===== src/rtl/pool_pkg.sv =====
// Shared types for the 2x2 pooling window feeder.
//   pixel_t        : signed pixel word
//   feeder_state_e : handshake FSM states {FILL, REQ, REL, OUT}
//   window_t       : one 2x2 window, row-major (w00 w01 / w10 w11)
//   last_even_idx  : index of the last row/column that still completes a
//                    window (trailing odd row/column is dropped)
package pool_pkg;

  localparam int POOL_DATA_W = 16;

  typedef logic signed [POOL_DATA_W-1:0] pixel_t;

  typedef enum logic [1:0] {
    FILL,
    REQ,
    REL,
    OUT
  } feeder_state_e;

  typedef struct packed {
    pixel_t w00;
    pixel_t w01;
    pixel_t w10;
    pixel_t w11;
  } window_t;

  function automatic int last_even_idx(input int n);
    return (n / 2) * 2 - 1;
  endfunction

endpackage


===== src/rtl/pool_line_buffer.sv =====
// Single-row line buffer for the window feeder.
// Holds one even row of pixels so the following odd row can pair with it.
// Ports:
//   i_clk, i_rst_n : clock, asynchronous active-low reset
//   i_wr_en        : write i_wr_data at column i_wr_col
//   i_rd_col       : current column c
//   o_rd_prev      : buf[c-1]
//   o_rd_cur       : buf[c]
module pool_line_buffer
  import pool_pkg::*;
#(
  parameter int IMG_W = 28,
  parameter int COL_W = $clog2(IMG_W)
) (
  input  logic             i_clk,
  input  logic             i_rst_n,
  input  logic             i_wr_en,
  input  logic [COL_W-1:0] i_wr_col,
  input  pixel_t           i_wr_data,
  input  logic [COL_W-1:0] i_rd_col,
  output pixel_t           o_rd_prev,
  output pixel_t           o_rd_cur
);

  pixel_t           r_lineBuf [IMG_W];
  logic [COL_W-1:0] w_prevCol;

  // Column 0 never closes a window, so its "previous" read is clamped to
  // stay inside the array instead of wrapping.
  assign w_prevCol = (i_rd_col == '0) ? '0 : i_rd_col - COL_W'(1);
  assign o_rd_prev = r_lineBuf[w_prevCol];
  assign o_rd_cur  = r_lineBuf[i_rd_col];

  always_ff @(posedge i_clk or negedge i_rst_n) begin
    if (!i_rst_n) begin
      for (int i = 0; i < IMG_W; i++) r_lineBuf[i] <= '0;
    end else if (i_wr_en) begin
      r_lineBuf[i_wr_col] <= i_wr_data;
    end
  end

endmodule


===== src/rtl/pool_window_feeder.sv =====
// Initiator side of the 2x2 pooling handshake.
// Accepts a raster-order pixel stream, forms non-overlapping stride-2 2x2
// windows, runs a four-phase start/finish handshake with the pooling unit
// and emits each pooled pixel on a valid/ready stream.
// Optional feature macro: POOL_FEEDER_TIMEOUT_EN enables a finish watchdog
// that raises sticky o_pool_err; without it o_pool_err is tied 0.
// Ports:
//   i_clk, i_rst_n                 : clock, asynchronous active-low reset
//   i_in_valid/o_in_ready/i_in_pixel : input pixel stream
//   o_pool_start, o_pool_w00..w11  : request and window to the pooling unit
//   i_pool_finish, i_pool_pixel    : completion and result from the unit
//   o_out_valid/i_out_ready/o_out_pixel/o_out_last : pooled pixel stream
//   o_pool_err                     : sticky watchdog error
module pool_window_feeder
  import pool_pkg::*;
#(
  parameter int IMG_W          = 28,
  parameter int IMG_H          = 28,
  parameter int DATA_W         = POOL_DATA_W,
  parameter int TIMEOUT_CYCLES = 255
) (
  input  logic              i_clk,
  input  logic              i_rst_n,
  input  logic              i_in_valid,
  output logic              o_in_ready,
  input  logic [DATA_W-1:0] i_in_pixel,
  output logic              o_pool_start,
  output logic [DATA_W-1:0] o_pool_w00,
  output logic [DATA_W-1:0] o_pool_w01,
  output logic [DATA_W-1:0] o_pool_w10,
  output logic [DATA_W-1:0] o_pool_w11,
  input  logic              i_pool_finish,
  input  logic [DATA_W-1:0] i_pool_pixel,
  output logic              o_out_valid,
  input  logic              i_out_ready,
  output logic [DATA_W-1:0] o_out_pixel,
  output logic              o_out_last,
  output logic              o_pool_err
);

  localparam int COL_W = $clog2(IMG_W);
  localparam int ROW_W = $clog2(IMG_H);
  localparam logic [COL_W-1:0] LAST_COL     = COL_W'(IMG_W - 1);
  localparam logic [ROW_W-1:0] LAST_ROW     = ROW_W'(IMG_H - 1);
  localparam logic [COL_W-1:0] LAST_WIN_COL = COL_W'(last_even_idx(IMG_W));
  localparam logic [ROW_W-1:0] LAST_WIN_ROW = ROW_W'(last_even_idx(IMG_H));

  feeder_state_e    r_state;
  logic [COL_W-1:0] r_col;
  logic [ROW_W-1:0] r_row;
  pixel_t           r_prevPix;
  window_t          r_win;
  logic             r_winLast;
  logic             r_poolStart;
  logic             r_outValid;
  logic             r_outLast;
  pixel_t           r_outPixel;

  logic   w_inReady;
  logic   w_accept;
  logic   w_bufWr;
  logic   w_winDone;
  pixel_t w_bufPrev;
  pixel_t w_bufCur;

  // Ready is gated by reset so it reads 0 while reset is held and rises
  // as soon as the FSM sits in FILL after release.
  assign w_inReady = (r_state == FILL) && i_rst_n;
  assign w_accept  = i_in_valid && w_inReady;
  assign w_bufWr   = w_accept && !r_row[0];
  assign w_winDone = w_accept && r_row[0] && r_col[0];

  pool_line_buffer #(
    .IMG_W (IMG_W),
    .COL_W (COL_W)
  ) u_lineBuf (
    .i_clk     (i_clk),
    .i_rst_n   (i_rst_n),
    .i_wr_en   (w_bufWr),
    .i_wr_col  (r_col),
    .i_wr_data (pixel_t'(i_in_pixel)),
    .i_rd_col  (r_col),
    .o_rd_prev (w_bufPrev),
    .o_rd_cur  (w_bufCur)
  );

`ifdef POOL_FEEDER_TIMEOUT_EN
  localparam int TO_W = ($clog2(TIMEOUT_CYCLES + 1) > 8) ? $clog2(TIMEOUT_CYCLES + 1) : 8;
  localparam logic [TO_W-1:0] TO_LAST = TO_W'(TIMEOUT_CYCLES - 1);

  logic [TO_W-1:0] r_toCnt;
  logic            r_poolErr;
`else
  // Without the watchdog the limit has no effect; it is only range-checked.
  if (TIMEOUT_CYCLES < 1) begin : g_badTimeout
    $error("TIMEOUT_CYCLES must be at least 1");
  end
`endif

  // Raster counters, window capture and the four-phase handshake FSM.
  // The watchdog (when built in) shares the REQ/REL wait and forces the
  // FSM to OUT so the stream never stalls on a dead pooling unit.
  always_ff @(posedge i_clk or negedge i_rst_n) begin
    if (!i_rst_n) begin
      r_state     <= FILL;
      r_col       <= '0;
      r_row       <= '0;
      r_prevPix   <= '0;
      r_win       <= '0;
      r_winLast   <= 1'b0;
      r_poolStart <= 1'b0;
      r_outValid  <= 1'b0;
      r_outLast   <= 1'b0;
      r_outPixel  <= '0;
`ifdef POOL_FEEDER_TIMEOUT_EN
      r_toCnt     <= '0;
      r_poolErr   <= 1'b0;
`endif
    end else begin
      if (w_accept) begin
        r_prevPix <= pixel_t'(i_in_pixel);
        if (r_col == LAST_COL) begin
          r_col <= '0;
          r_row <= (r_row == LAST_ROW) ? '0 : r_row + ROW_W'(1);
        end else begin
          r_col <= r_col + COL_W'(1);
        end
      end

      case (r_state)
        FILL: begin
          if (w_winDone) begin
            r_win       <= '{w00: w_bufPrev, w01: w_bufCur,
                             w10: r_prevPix, w11: pixel_t'(i_in_pixel)};
            r_winLast   <= (r_row == LAST_WIN_ROW) && (r_col == LAST_WIN_COL);
            r_poolStart <= 1'b1;
            r_state     <= REQ;
`ifdef POOL_FEEDER_TIMEOUT_EN
            r_toCnt     <= '0;
`endif
          end
        end
        REQ: begin
          if (i_pool_finish) begin
            r_outPixel  <= pixel_t'(i_pool_pixel);
            r_poolStart <= 1'b0;
            r_state     <= REL;
          end
`ifdef POOL_FEEDER_TIMEOUT_EN
          else if (r_toCnt == TO_LAST) begin
            r_poolErr   <= 1'b1;
            r_poolStart <= 1'b0;
            r_outPixel  <= '0;
            r_outValid  <= 1'b1;
            r_outLast   <= r_winLast;
            r_state     <= OUT;
          end else begin
            r_toCnt <= r_toCnt + TO_W'(1);
          end
`endif
        end
        REL: begin
          if (!i_pool_finish) begin
            r_outValid <= 1'b1;
            r_outLast  <= r_winLast;
            r_state    <= OUT;
          end
`ifdef POOL_FEEDER_TIMEOUT_EN
          else if (r_toCnt == TO_LAST) begin
            r_poolErr  <= 1'b1;
            r_outValid <= 1'b1;
            r_outLast  <= r_winLast;
            r_state    <= OUT;
          end else begin
            r_toCnt <= r_toCnt + TO_W'(1);
          end
`endif
        end
        OUT: begin
          if (i_out_ready) begin
            r_outValid <= 1'b0;
            r_outLast  <= 1'b0;
            r_state    <= FILL;
          end
        end
        default: r_state <= FILL;
      endcase
    end
  end

  assign o_in_ready   = w_inReady;
  assign o_pool_start = r_poolStart;
  assign o_pool_w00   = r_win.w00;
  assign o_pool_w01   = r_win.w01;
  assign o_pool_w10   = r_win.w10;
  assign o_pool_w11   = r_win.w11;
  assign o_out_valid  = r_outValid;
  assign o_out_pixel  = r_outPixel;
  assign o_out_last   = r_outLast;
`ifdef POOL_FEEDER_TIMEOUT_EN
  assign o_pool_err   = r_poolErr;
`else
  assign o_pool_err   = 1'b0;
`endif

endmodule


===== config.mk =====
export PLATFORM = sky130hd
export DESIGN_NAME = pool_window_feeder
export DESIGN_NICKNAME = d
export VERILOG_FILES = /design/src/rtl/pool_pkg.sv /design/src/rtl/pool_line_buffer.sv /design/src/rtl/pool_window_feeder.sv
export SDC_FILE = /design/constraint.sdc
export NUM_CORES = 1
export LEC_CHECK = 0
export ABC_CLOCK_PERIOD_IN_PS = 3600
export CAP_MARGIN = 10
export CORE_ASPECT_RATIO = 0.9
export CORE_MARGIN = 8
export CORE_UTILIZATION = 40
export CTS_CLUSTER_DIAMETER = 120
export DETAILED_ROUTE_END_ITERATION = 6
export HOLD_SLACK_MARGIN = 0.06
export SLEW_MARGIN = 10
export SYNTH_ARGS = -nofsm -noshare
export SYNTH_HDL_FRONTEND = slang
export SYNTH_HIERARCHICAL = 1
export SYNTH_SLANG_ARGS = --single-unit
export TNS_END_PERCENT = 1

===== constraint.sdc =====
create_clock -name i_clk -period 3.6 [get_ports i_clk]
set_input_delay 0.72 -clock i_clk [delete_from_list [all_inputs] [get_ports i_clk]]
set_output_delay 0.72 -clock i_clk [all_outputs]
set_load 0.005 [all_outputs]

==> flow_summary.yaml, run 1 <==
worst_setup_path:
  slowest_delay_ns: 0.58
  worst_path_most_repeated_cell: "buf_4"
  crit_arrival_ns: 3.96
  cp_num_buf_inv: 3
  crit_path_top_delay_cell: "a221oi_1"
  critPathMaxFanout: 94
  cp.depth: 9
  path_cells: "buf_4 -> buf_12 -> nor3_1 -> mux2_2 -> nor2_1 -> buf_4 -> a221oi_1 -> a32oi_1 -> mux2_4"
  regToRegSetupSlack_ns: 0.13
  reg2reg_depth: 9
  critPathLaunchType: "flip-flop"
  end_kind: "flip-flop"
  cp_top_family: "buffers and inverters"
  worstPathRequired_ns: 4.08
  crit_type: "reg2reg"
sta:
  fmax_mhz: 287.9
  final-max-slew-violation-count: 0
  fin_tns_setup_ns: 0
  fin_crit_ns: 3.473
  relSlewSlack_pct: 14.88
  hold_viol: 0
  tightestPinTransition_ns: 1.273
  skew_ns: 0.02487
  setup_violations: 0
  rsz0062_at_grt: "no"
  period_share_pct: 96.47
yosys:
  synth-simple-area-share_pct: 6.038
  synth_cell_types: 78
  synth_compound_area_share_pct: 7.969
  ys_async_sr_fraction_pct: 100.0
  ys.flop_type: "dfrtp_1"
  synth_fp_nets: 2333
  syn-cell-area_sq_mm: 0.02967
  synth_xor_area_share_pct: 0.02951
  muxShareOfSynthArea_pct: 34.65
  ys_seq_elements: 560
  yosys_warnings: 6
  ys_seq_area_share_pct: 47.22
  synth_fa_ha_area_share_pct: 0.3373
  synthCells: 2288
  syn-mean-instance-area_sq_um: 12.97
  synth_edf_count: 0
  synth_top_family_by_area: "multiplexers"
floorplanning:
  die_area_sq_mm: 0.08317
  core_sq_mm: 0.07327
  io_pins: 122
  die_h_um: 274.4
  initial_utilization_pct: 40.50
  rows: 94
  die_w_um: 303.1
route:
  route.detailed.wl_per_inst_um: 29.09
  first_iter_violations: 2227
  avgViaCountPerCell: 6.243
  final_antenna_net_count: 0
  firstDrtPassIters: 7
  vias: 21450
  drc: 0
  drt_wl_total_um: 99940
power_and_ir_drop:
  vdd_drop_max_v: 0.0005066
  pwr_density_cell_mw_per_mm2: 722.8
  p_leak_nw: 15.98
clock_network:
  cts_setup_buffers: 0
  cts_buffer_depth: 3
  cts_tree: "done"
  clkLatencyLatePin_ns: 0.61
  cts_root_buffer: "clkbuf_16"
  clock_sinks: 560
  clk_pin_slew_ns: 0.06
  cts_made_buffers: 68
  htree_levels: 3
grt:
  grt_overflow: 0
  track_usage_pct: 23.85
  grt_pass1_vias: 21960
  grt_start_max_net_pins: 153
  antenna_found_initial: 0
  grt_pass1_wl_um: 149200
place:
  place_area_sq_mm: 0.03273
  routabilityCongestion: 0.8748
  portBuffers: 120
  hpwl_um: 64190
run:
  cap_violations: 0
cells_and_area:
  fin_area_sq_mm: 0.03502
  layout-drive-gt1-share_pct: 40.91
  nets: 2475
  post-route-util_pct: 47.80
  synthToLayoutAreaGrowth_pct: 18.02
  layout_commonest_cell: "dfrtp_1"
  final_cell_mix: "dfrtp_1, mux2_2, nand2_1, mux4_2, buf_4"
  num_antenna_cells: 0
min_path:
  hold_depth: 2
  hold_class: "reg2reg"
status:
  status: "completed"
## cells in the mapped netlist (6+ instances only)
library cell / number / area (sq um)
nor2_1: 44 / 165.2
a21oi_1: 31 / 155.2
a311oi_1: 27 / 236.5
a221oi_1: 7 / 61.31
o21ai_0: 62 / 310.3
mux2i_1: 63 / 630.6
inv_1: 25 / 93.84
nor3_1: 15 / 75.07
nor2b_1: 25 / 156.4
a211oi_1: 30 / 225.2
clkbuf_1: 104 / 390.4
buf_2: 65 / 325.3
ha_1: 8 / 100.1
mux4_2: 138 / 3108
dfrtp_1: 560 / 14010
a22oi_1: 7 / 52.55
o211ai_1: 10 / 75.07
nand2_1: 216 / 810.8
nand3_1: 32 / 160.2
and3_1: 12 / 75.07
nand4_1: 8 / 50.05
a311o_1: 6 / 60.06
buf_6: 12 / 135.1
o22a_1: 16 / 140.1
mux2_2: 512 / 5766
o31ai_1: 9 / 67.56
mux2_4: 50 / 750.7
o22ai_1: 46 / 287.8
buf_1: 24 / 90.09
a31oi_1: 17 / 106.4
o221ai_1: 11 / 96.34
## flip-flops by register name, summed over array words and instances, names as in the netlist
name / cells
o_pool_start: 1
r_winLast: 1
o_out_last: 1
o_out_pixel: 16
o_pool_w01: 16
r_state: 2
r_prevPix: 16
o_out_valid: 1
o_pool_w10: 16
o_pool_w00: 16
r_row: 5
o_pool_w11: 16
r_col: 5
u_lineBuf/r_lineBuf: 448
## cell type report
cell class                      count  area (sq um)
Tap cell                          960          1201
Timing Repair Buffer              284          2789
Fill cell                        6330         38250
Clock inverter                     18         244.0
Clock buffer                       98          2027
Sequential cell                   560         14030
Multi-Input combinational cell   1490         14630
Inverter                           26         97.59
## repair_timing
action                                  CTS  global route
hold buffers                              1             0
endpoints found under the setup margin    0             0
hold endpoints to repair                 37             0
gates resized for setup                   0             0
## tightest hold or removal path: cells and delay by family, from the launching register on
kind             cells  cell delay, ns
AND/OR/NAND/NOR      2            0.10
flip-flops           1            0.34
## logic make-up after synthesis
logic type,Yosys count
flops,560
compound gates,328
simple gates,388
other cells,1
buf+inv,238
fa+ha+maj,8
xor+xnor,1
mux,764
## where the power goes
part / internal (W) / total [W] / switching, W
Clock: 0.00426 / 0.00698 / 0.00271
Sequential: 0.00695 / 0.00744 / 0.000490
Combinational: 0.00427 / 0.0109 / 0.00663
Total: 0.0155 / 0.0253 / 0.00983
## per-stage QoR
step / std cells / hold WS [ns] / setup WS, ns / power, W
6_report: 3436 / 0.4734 / 0.1270 / 0.02531
4_1_cts: 3435 / 0.4780 / 0.1903 / 0.02521
5_1_grt: 3436 / 0.5058 / 0.06122 / 0.02619
2_1_floorplan: 2288 / 0.4244 / 0.02413 / 0.01359
3_3_place_gp: 3318 / 0.4583 / 0.2503 / 0.01802
3_5_place_dp: 3318 / 0.4636 / 0.2200 / 0.01816
## worst paths after layout
check / to / startpoint
min reg2reg: r_prevPix[9] / r_prevPix[9]
min: r_prevPix[9] / r_prevPix[9]
max in group asynchronous: u_lineBuf/r_lineBuf[109] / i_rst_n
max reg2reg: o_pool_w00[13] / r_col[0]
max: o_pool_w00[13] / r_col[0]
min in group asynchronous: o_pool_w11[3] / i_rst_n
## layer usage
metal,vias up,track usage (%),part of all wire (%)
met5,-,0,0
met4,0,10.02,4.1
met3,243,5.140,8.3
met2,1054,37.20,46
met1,11270,32.07,41
li1,8884,-,-
(Power assumes the default switching activity.)
==> run 2: changes to the inputs <==
Settings changed: DONT_BUFFER_PORTS from default to 1.
==> run 2 against run 1 <==
The run now ends with negative hold slack, max-slew violations, negative setup slack left. Utilization shrank 2.3 points. Routed wire length is 1.1% lower. Critical path depth down 2. Fmax shrank 19%. Power fell by 3.8%. Clock skew up 0.0031 ns. Global-route usage down 0.28 points.
==> flow_summary.yaml, run 2 (synthesis results as in run 1) <==
status:
  status: "finished, violations left"
  violations: "negative hold slack, max-slew violations, negative setup slack"
route:
  drt_wl_total_um: 98850
  final_antenna_net_count: 0
  vias: 20930
  drc: 0
  route.detailed.wl_per_inst_um: 30.09
  avgViaCountPerCell: 6.373
  first_iter_violations: 2345
  firstDrtPassIters: 5
min_path:
  hold_class: "in2async"
sta:
  setup_violations: 506
  rsz0062_at_grt: "no"
  relSlewSlack_pct: -106.7
  fmax_mhz: 234.4
  setup_ws_ns: -0.6671
  fin_crit_ns: 4.267
  whs_ns: -0.2238
  final-max-slew-violation-count: 412
  period_share_pct: 118.5
  skew_ns: 0.02802
  hold_viol: 100
  tightestPinTransition_ns: 3.101
floorplanning:
  die_w_um: 303.1
  initial_utilization_pct: 40.50
  core_sq_mm: 0.07327
  die_h_um: 274.4
  rows: 94
  die_area_sq_mm: 0.08317
  io_pins: 122
cells_and_area:
  nets: 2319
  post-route-util_pct: 45.51
  final_cell_mix: "dfrtp_1, mux2_2, nand2_1, mux4_2, buf_4"
  multi_input_area_sq_mm: 0.01463
  largest_reg_flops: 448
  layout_commonest_cell: "dfrtp_1"
  nFillCells: 6489
  top_register: "u_lineBuf/r_lineBuf"
  regArea_sq_mm: 0.01403
  layout-drive-gt1-share_pct: 42.24
  num_antenna_cells: 0
  fin_area_sq_mm: 0.03334
  synthToLayoutAreaGrowth_pct: 12.37
worst_setup_path:
  path_cells: "nand3_1 -> nor2_1 -> buf_4 -> and3b_1 -> nand2_1 -> buf_4 -> mux2_2"
  critPathMaxFanout: 565
  critPathLaunchType: "primary input"
  cp_top_family: "simple AND/OR/NAND/NOR gates"
  end_kind: "flip-flop"
  crit_type: "in2reg"
  worstPathRequired_ns: 4.12
  worst_path_most_repeated_cell: "buf_4"
  slowest_delay_ns: 0.90
  crit_arrival_ns: 4.79
  crit_path_top_delay_cell: "nand3_1"
  cp_num_buf_inv: 2
clock_network:
  clock_sinks: 560
  clk_pin_slew_ns: 0.06
  cts_buffer_depth: 3
  cts_setup_buffers: 0
  cts_root_buffer: "clkbuf_16"
  htree_levels: 2
  cts_made_buffers: 61
  cts_resized: 0
  clkLatencyLatePin_ns: 0.64
  cts_tree: "done"
grt:
  grt_pass1_vias: 21260
  grt_overflow: 0
  track_usage_pct: 23.56
  grt_pass1_wl_um: 147300
  antenna_found_initial: 0
  grt_start_max_net_pins: 566
place:
  portBuffers: 0
  place_area_sq_mm: 0.03120
  routabilityCongestion: 0.9209
  hpwl_um: 64040
power_and_ir_drop:
  vdd_drop_max_v: 0.0005877
  p_leak_nw: 15.29
  pwr_density_cell_mw_per_mm2: 730.3
run:
  cap_violations: 0
run 2: worst reg2reg max path: cells and delay by family (launching register included):
family	cells	cell delay [ns]
buffers and inverters	5	1.01
and+or+nand+nor	3	0.71
AOI/OAI and AO/OA	3	0.61
DFF	1	0.51
muxes	1	0.28
adders and majority gates	1	0.19
run 2: worst paths after layout:
path | from | end | slack (ns) | cells after the start
setup reg to reg | r_col[1] | o_pool_w00[4] | 0.20 | 13
hold reg to reg | r_prevPix[2] | r_prevPix[2] | 0.47 | 2
hold / removal | i_rst_n | o_pool_w10[12] | -0.22 | 0
max in group asynchronous | i_rst_n | u_lineBuf/r_lineBuf[337] | 1.38 | 0
setup / recovery | i_rst_n | u_lineBuf/r_lineBuf[290] | -0.67 | 7
min in group i_clk | i_in_pixel[13] | r_prevPix[13] | 0.19 | 2
run 2: stage by stage:
step / total power (W) / instances / TNS (ns) / worst slack, ns
final: 0.02435 / 3285 / -156.68 / -0.6671
after global routing: 0.02518 / 3285 / 0 / 0.1429
after CTS: 0.02420 / 3285 / 0 / 0.2896
after detailed placement: 0.01744 / 3171 / 0 / 0.3377
after global placement: 0.01730 / 3171 / 0 / 0.3916
after floorplan: 0.01359 / 2288 / 0 / 0.02413
run 2: layer usage:
layer	part of all wire (%)	track usage (%)	vias up
li1	-	-	8588
met1	41	32.01	11000
met2	45	36.15	1106
met3	9.3	5.440	242
met4	4.5	9.826	0
met5	0	0	-
run 2: final cells by class:
class	instances	area share [%]
multi-input cells	1490	43.89
flip-flops and latches	560	42.07
clock buffers	82	5.144
repair buffers	135	3.715
well taps	960	3.602
clock inverters	32	1.287
inverters	26	0.2927
run 2: report_power, final:
group	internal [W]	switching, W
clock network	0.00405	0.00269
registers	0.00695	0.000513
logic	0.00392	0.00624
